## src/rtl/lfsr_word_gen.sv

```systemverilog
// Fibonacci LFSR word generator: packs OUT_BITS feedback bits per word and delivers them
// over valid/ready with backpressure, runtime reseeding and all-zero lockup recovery.
module lfsr_word_gen #(
   parameter int unsigned      WIDTH    = 168,
   parameter logic [WIDTH-1:0] TAP_MASK = WIDTH'({1'b1, 1'b0, 1'b1, 12'b0, 1'b1, 1'b0, 1'b1, 150'b0}),
   parameter logic [WIDTH-1:0] INIT     = WIDTH'(1),
   parameter int unsigned      SEED_W   = 28,
   parameter int unsigned      OUT_BITS = 8
) (
   input  logic                clk,
   input  logic                reset,
   input  logic                en,
   input  logic                seed_load,
   input  logic [SEED_W-1:0]   seed,
   output logic [OUT_BITS-1:0] out_data,
   output logic                out_valid,
   input  logic                out_ready,
   output logic                bit_o,
   output logic                lockup
);

   localparam int unsigned      REPS     = (WIDTH + SEED_W - 1) / SEED_W;
   localparam int unsigned      COLL_W   = (OUT_BITS > 1) ? OUT_BITS - 1 : 1;
   localparam int unsigned      CNT_W    = (OUT_BITS > 1) ? $clog2(OUT_BITS) : 1;
   localparam logic [CNT_W-1:0] LAST_CNT = CNT_W'(OUT_BITS - 1);

   logic [WIDTH-1:0]       state;
   logic [COLL_W-1:0]      collector;
   logic [CNT_W-1:0]       bit_cnt;
   logic [REPS*SEED_W-1:0] seed_rep;
   logic [WIDTH-1:0]       seed_state;
   logic [OUT_BITS-1:0]    word;
   logic                   fb;
   logic                   state_zero;
   logic                   last_bit;
   logic                   slot_free;
   logic                   advance;

   assign seed_rep   = {REPS{seed}};
   assign seed_state = INIT ^ seed_rep[WIDTH-1:0];
   assign fb         = ^(state & TAP_MASK);
   assign bit_o      = fb;
   assign state_zero = (state == '0);
   assign last_bit   = (bit_cnt == LAST_CNT);

   // Handshake: a word transfers on a cycle with out_valid && out_ready; while out_valid is
   // high and out_ready low, out_data is held. The slot is free if empty or draining now.
   assign slot_free  = !out_valid || out_ready;
   // Only the word-completing bit waits for the slot; partial bits keep shifting.
   assign advance    = en && (!last_bit || slot_free);
   // For OUT_BITS == 1 the cast keeps only fb, so the collector plays no part.
   assign word       = OUT_BITS'({collector, fb});

   always_ff @(posedge clk) begin
      if (reset) begin
         state     <= INIT;
         collector <= '0;
         bit_cnt   <= '0;
         out_data  <= '0;
         out_valid <= 1'b0;
         lockup    <= 1'b0;
      end else begin
         lockup <= 1'b0;
         if (out_valid && out_ready) begin
            out_valid <= 1'b0;
         end
         if (seed_load) begin
            // A reseed drops any partial word but leaves a held output word alone.
            collector <= '0;
            bit_cnt   <= '0;
            if (seed_state == '0) begin
               state  <= INIT;
               lockup <= 1'b1;
            end else begin
               state <= seed_state;
            end
         end else if (state_zero) begin
            state  <= INIT;
            lockup <= 1'b1;
         end else if (advance) begin
            state <= {state[WIDTH-2:0], fb};
            if (last_bit) begin
               out_data  <= word;
               out_valid <= 1'b1;
               bit_cnt   <= '0;
            end else begin
               collector <= COLL_W'({collector, fb});
               bit_cnt   <= bit_cnt + CNT_W'(1);
            end
         end
      end
   end

endmodule

```

## config.mk

```make
export PLATFORM = sky130hd
export DESIGN_NAME = lfsr_word_gen
export DESIGN_NICKNAME = d
export VERILOG_FILES = /design/src/rtl/lfsr_word_gen.sv
export SDC_FILE = /design/constraint.sdc
export NUM_CORES = 1
export LEC_CHECK = 0
export CAP_MARGIN = 10
export CORE_ASPECT_RATIO = 1.75
export CORE_MARGIN = 3
export CORE_UTILIZATION = 55
export CTS_BUF_LIST = sky130_fd_sc_hd__clkbuf_4 sky130_fd_sc_hd__clkbuf_8 sky130_fd_sc_hd__clkbuf_16
export DETAILED_ROUTE_END_ITERATION = 10
export PLACE_DENSITY_LB_ADDON = 0.05
export SYNTH_ARGS = -nofsm -noshare
export SYNTH_HDL_FRONTEND = slang
export SYNTH_SLANG_ARGS = --single-unit
```

## constraint.sdc

```tcl
create_clock -name clk -period 5.4 [get_ports clk]
set_clock_uncertainty 0.15 [all_clocks]
set_input_delay 0.81 -clock clk [delete_from_list [all_inputs] [get_ports clk]]
set_output_delay 0.81 -clock clk [all_outputs]
set_load 0.05 [all_outputs]
```

==> results of run 1 <==
-- cell families (layout without fill, tap and decap cells) --
group,after synthesis,after routing,share of synthesized area (%)
AO/OA/AOI/OAI,344,344,27.6
AND/OR/NAND/NOR,291,291,16.6
flip-flops,188,188,48.0
buffers and inverters,81,85,5.19
multiplexers,15,15,1.92
XOR/XNOR,3,3,0.335
adder cells (fa/ha/maj),2,2,0.319
-- synthesized netlist by cell type, drive strengths merged --
cell type / instances / area, µm²
mux2i: 15 / 150
xor2: 1 / 8.76
or2: 1 / 6.26
nand4: 10 / 62.6
nand2b: 16 / 100
nand2: 40 / 150
nand3: 4 / 20.0
a21oi: 2 / 10.0
a31oi: 2 / 12.5
a21boi: 1 / 7.51
buf: 22 / 185
xnor2: 2 / 17.5
nor2: 170 / 638
clkbuf: 59 / 221
a311o: 2 / 20.0
nor2b: 1 / 6.26
and2: 1 / 6.26
ha: 2 / 25.0
a211oi: 167 / 1250
nor3: 1 / 5.00
o21ai: 169 / 846
and3: 2 / 12.5
dfxtp: 188 / 3760
nor4: 44 / 288
nor3b: 1 / 7.51
o211a: 1 / 10.0
-- path summary, 6_finish.rpt --
path	cells past startpoint	from	end
setup / recovery	7	state[10]	state[81]
setup reg to reg	7	state[10]	state[81]
hold reg to reg	2	collector[6]	collector[6]
hold / removal	2	collector[6]	collector[6]
-- flip-flops by register name, indices dropped and copies added (netlist names) --
| register | cells |
|---|---|
| state | 168 |
| bit_cnt | 3 |
| lockup | 1 |
| collector | 7 |
| out_data | 8 |
| out_valid | 1 |
-- tightest hold or removal path, stage by stage, from the launching register on --
cell,delay [ps]
dfxtp_1,310
nand2_1,50
mux2i_1,60
-- layout make-up --
class | instances | area [µm²] | area share [%]
Sequential cell | 188 | 3760 | 42.9
Multi-Input combinational cell | 655 | 3690 | 42.0
Timing Repair Buffer | 53 | 528 | 6.02
Clock buffer | 21 | 468 | 5.33
Tap cell | 177 | 221 | 2.52
Clock inverter | 11 | 108 | 1.23
-- power by group --
part | total [W] | internal [W] | switching (W)
combinational | 0.000348 | 0.000128 | 0.000220
sequential | 0.00156 | 0.00148 | 0.0000781
clock | 0.00123 | 0.000675 | 0.000551
total | 0.00313 | 0.00228 | 0.000849
-- through the flow --
step                hold slack, ps  cell area (µm²)  total power (W)  util (%)  instances
detailed placement             311             8200          0.00193      59.0       1073
CTS                            321             8780          0.00313      63.1       1105
global route                   348             8780          0.00323      63.1       1105
floorplan                      285             7830          0.00180         -        924
finish                         318             8780          0.00313      63.1       1105
global placement               303             8200          0.00191      59.0       1073
-- metal layers --
metal / wire length (µm) / share of wire (%)
met1: 9120 / 41
met2: 10900 / 49
met3: 1340 / 6.0
met4: 1090 / 4.9
met5: 0 / 0
==> run summary, run 1 <==
Slew Limit Fails: 0
First-pass GRT wire length: 34900 µm
Worst skew pair latency: 440 ps
Die width: 96.2 µm
Fmax: 0.253 GHz
Drt drc: 0
Commonest non-fill, non-tap cell in the layout: dfxtp_1
Met2 Usage GRT: 45.8%
Clock Path Buffers: 2
# resized after CTS: 0
Clock Sinks: 188
Initial antenna violation count: 0
CP cell instances: nor4_1 > nand4_1 > nor4_2 > a311o_2 > buf_4 > nor2_1 > a211oi_1
Gr busiest metal: met2
Final worst slack: 1450 ps
Top delay family on crit path: simple AND/OR/NAND/NOR gates
Row count: 57
CTS Buf Count: 17
Required @ worst endpoint: 5580 ps
Core ar.: 13900 µm²
GRT Util Overall: 28.8%
Antenna Cells: 0
Max_cap viols: 0
Detailed-route wire length: 22400 µm
Final GP Congestion: 0.828
Maximum VDD drop: 186 µV
Pleak: 3.16 nW
Post-CTS Setup Inserts: 0
Buffers & Inverters on Critical Path: 1
Final hold vios: 0
Starting Density: 56.3%
Top-Level Pins: 44
Pre-Repair DR Iteration Count: 6
Mapped Area: 7830 µm²
Flops & latches, synth: 188
Period minus WS final: 3950 ps
WP data arrival: 4130 ps
R2R Setup Slk: 1450 ps
Vias post-DR: 7142
CP endpoint kind: flop
Crit-path max FO: 44
Cell Pwr Density: 357 nW/µm²
Largest stage delay, worst path: 970 ps
Leading cell types in the layout, fill and taps excluded: dfxtp_1 (188), nor2_1 (170), o21ai_0 (169)
Pre-CTS setup slack: 1400 ps
RSZ-0062 raised after global routing: false
Gr ovfl total: 0
Clock transition at path regs: 70 ps
Worst slew pin tran: 1120 ps
HPWL after DPL: 14400 µm
Synth Warn #: 0
Htree depth: 4
# nets final: 950
Period utilisation layout: 73.2%
Avg Synthesized Cell Area: 8.48 µm²
Hold Crit Class: flop to flop
Crit path max-delay cell type: a311o_2
Cells after synthesis: 924
Yosys cell types: 30
Routed Antenna Nets: 0
Iter 0 DRT Violations: 559
Die area: 15800 µm²
CP startpoint kind: flop
PortBufs: 43
Area Growth Syn to Fin: 12.0%
Register area share after synthesis: 48.0%
Die Ht: 164 µm
# setup viols final: 0
Relative slew slack: 25.0%
Share of cells above drive strength 1: 5.28%
Vias in the first global route: 6727
GR Layer Usage met3: 4.45%
Setup CP Type: flop to flop
Root Buffer: clkbuf_16
Met1 usage: 36.5%
Vias/cell: 6.46
CTS Hold Buffers Added: 0
DR WL/cell: 20.3 µm
Setup TNS: 0 ps
Largest net degree at the start of global routing: 122
Status: finished, final reports clean
Syn Nets: 959
Fill count: 1237
CTS tree: done
Power figures use the tool's default switching activity.
==> run 2: changes to the inputs <==
==> constraint.sdc (replaced) <==
create_clock -name clk -period 3.7 [get_ports clk]
set_clock_uncertainty 0.15 [all_clocks]
set_input_delay 0.555 -clock clk [delete_from_list [all_inputs] [get_ports clk]]
set_output_delay 0.555 -clock clk [all_outputs]
set_load 0.05 [all_outputs]
==> run 2 against run 1 <==
Compared with the run above: first-iteration DRC count rose by 12%; critical endpoint is now state[94]; setup slack got worse by 1000 ps; sequential power rose by 46%; final cell count rose by 0.45%; total power rose by 54%; cell area rose by 1.8%; sequential share of layout area fell by 0.74 points.
==> run summary, run 2 (synthesis results as in run 1) <==
Die width: 96.2 µm
Final hold vios: 0
Sw Share: 25.7%
Period minus WS final: 3270 ps
Vias/cell: 6.45
Worst skew pair latency: 420 ps
Leading cell types in the layout, fill and taps excluded: dfxtp_1 (188), nor2_1 (170), o21ai_0 (169)
Gr ovfl total: 0
Vias post-DR: 7156
# resized after CTS: 0
Crit path max-delay cell type: nor4_1
CTS Buf Count: 17
CP startpoint kind: flop
Largest net degree at the start of global routing: 169
Core ar.: 13900 µm²
DR WL/cell: 20.4 µm
Cell Pwr Density: 539 nW/µm²
Final GP Congestion: 0.865
Clock Sinks: 188
First-pass GRT wire length: 35300 µm
# setup viols final: 0
Hold Crit Class: flop to flop
Pleak: 3.25 nW
Design Area, Final: 8930 µm²
Status: finished, final reports clean
Top Registers: state x168, out_data x8, collector x7
Combinational Power Share: 10.8%
Post-CTS Setup Inserts: 0
Int Pwr: 0.00358 W
Vias in the first global route: 6633
Clock Path Buffers: 2
GRT Util Overall: 28.9%
Reg2Reg Depth: 7
Die area: 15800 µm²
Pre-CTS setup slack: 563 ps
Die Ht: 164 µm
WP data arrival: 3450 ps
R2R Setup Slk: 430 ps
Slew Limit Fails: 0
Flop pwr share: 47.3%
Power, Total: 0.00481 W
Root Buffer: clkbuf_16
Routed Antenna Nets: 0
Htree depth: 4
Non-Filler Instances: 1110
Period utilisation layout: 88.5%
Final worst slack: 427 ps
Drt drc: 0
RSZ-0062 raised after global routing: false
WP depth: 7
Worst slew pin tran: 845 ps
HPWL after DPL: 14600 µm
Maximum VDD drop: 442 µV
Setup TNS: 0 ps
Iter 0 DRT Violations: 627
Max FFs per register: 168
Area Growth Syn to Fin: 14.0%
CTS Hold Buffers Added: 0
Share of cells above drive strength 1: 5.79%
CP endpoint kind: flop
Share of total power in the clock network: 41.9%
Top delay family on crit path: simple AND/OR/NAND/NOR gates
Top-Level Pins: 44
Hold path depth: 2
Post-DP Area: 8280 µm²
PortBufs: 43
Sw Pwr: 0.00124 W
Crit-path max FO: 93
Setup CP Type: flop to flop
Pre-Repair DR Iteration Count: 5
Largest stage delay, worst path: 770 ps
Detailed-route wire length: 22600 µm
CTS tree: done
Initial antenna violation count: 0
CP cell instances: nor4_1 > nand4_1 > nor4_2 > a311o_2 > buf_12 > nor2_1 > a211oi_1
Commonest non-fill, non-tap cell in the layout: dfxtp_1
Row count: 57
Dpl cells: 1078
Buffers & Inverters on Critical Path: 1
Required @ worst endpoint: 3870 ps
Antenna Cells: 0
Max_cap viols: 0
Clock transition at path regs: 70 ps
Fmax: 0.306 GHz
Relative slew slack: 43.2%
Starting Density: 56.3%
# nets final: 955
Largest Register: state
[run 2: cell count changes in the layout (fill, tap and decap cells not counted)]
cell        delta
buf_12         +3
clkinv_4       +3
clkbuf_8       -2
inv_6          -2
bufinv_16      +4
buf_4          +2
clkinvlp_4     -3
[run 2: area by class of cell]
cell class | count | area [µm²]
Multi-Input combinational cell | 655 | 3690
Tap cell | 177 | 221
Clock buffer | 19 | 440
Clock inverter | 13 | 214
Fill cell | 1179 | 4980
Timing Repair Buffer | 58 | 603
Sequential cell | 188 | 3760
[run 2: path summary, 6_finish.rpt]
path / startpoint / to
worst max-delay path: state[136] / state[94]
worst min-delay path: collector[6] / collector[6]
worst max register to register: state[136] / state[94]
worst min register to register: collector[6] / collector[6]
[run 2: through the flow]
stage | utilization (%) | hold slack [ps]
finish | 64.2 | 325
global route | 64.2 | 345
floorplan | - | 285
CTS | 64.2 | 328
detailed placement | 59.5 | 318
global placement | 59.5 | 298
[run 2: worst min-delay path, delay by kind of cell, from the launching register on]
| family | cells | cell delay (ps) |
|---|---|---|
| flops | 1 | 310 |
| mux | 1 | 60 |
| simple gates | 1 | 50 |
[run 2: power by group through the flow]
| stage | sequential (W) | combinational, W | clock, W |
|---|---|---|---|
| floorplan | 0.00227 | 0.000360 | 0 |
| global placement | 0.00231 | 0.000498 | 0 |
| detailed placement | 0.00231 | 0.000514 | 0 |
| CTS | 0.00227 | 0.000518 | 0.00202 |
| global route | 0.00229 | 0.000570 | 0.00211 |
| finish | 0.00228 | 0.000520 | 0.00202 |
[run 2: metal layers]
layer | GRT usage [%] | up-vias | wire, µm
li1 | - | 3377 | -
met1 | 36.4 | 3489 | 9220
met2 | 48.1 | 245 | 11400
met3 | 4.77 | 45 | 1140
met4 | 12.1 | 0 | 872
met5 | 0 | - | 0
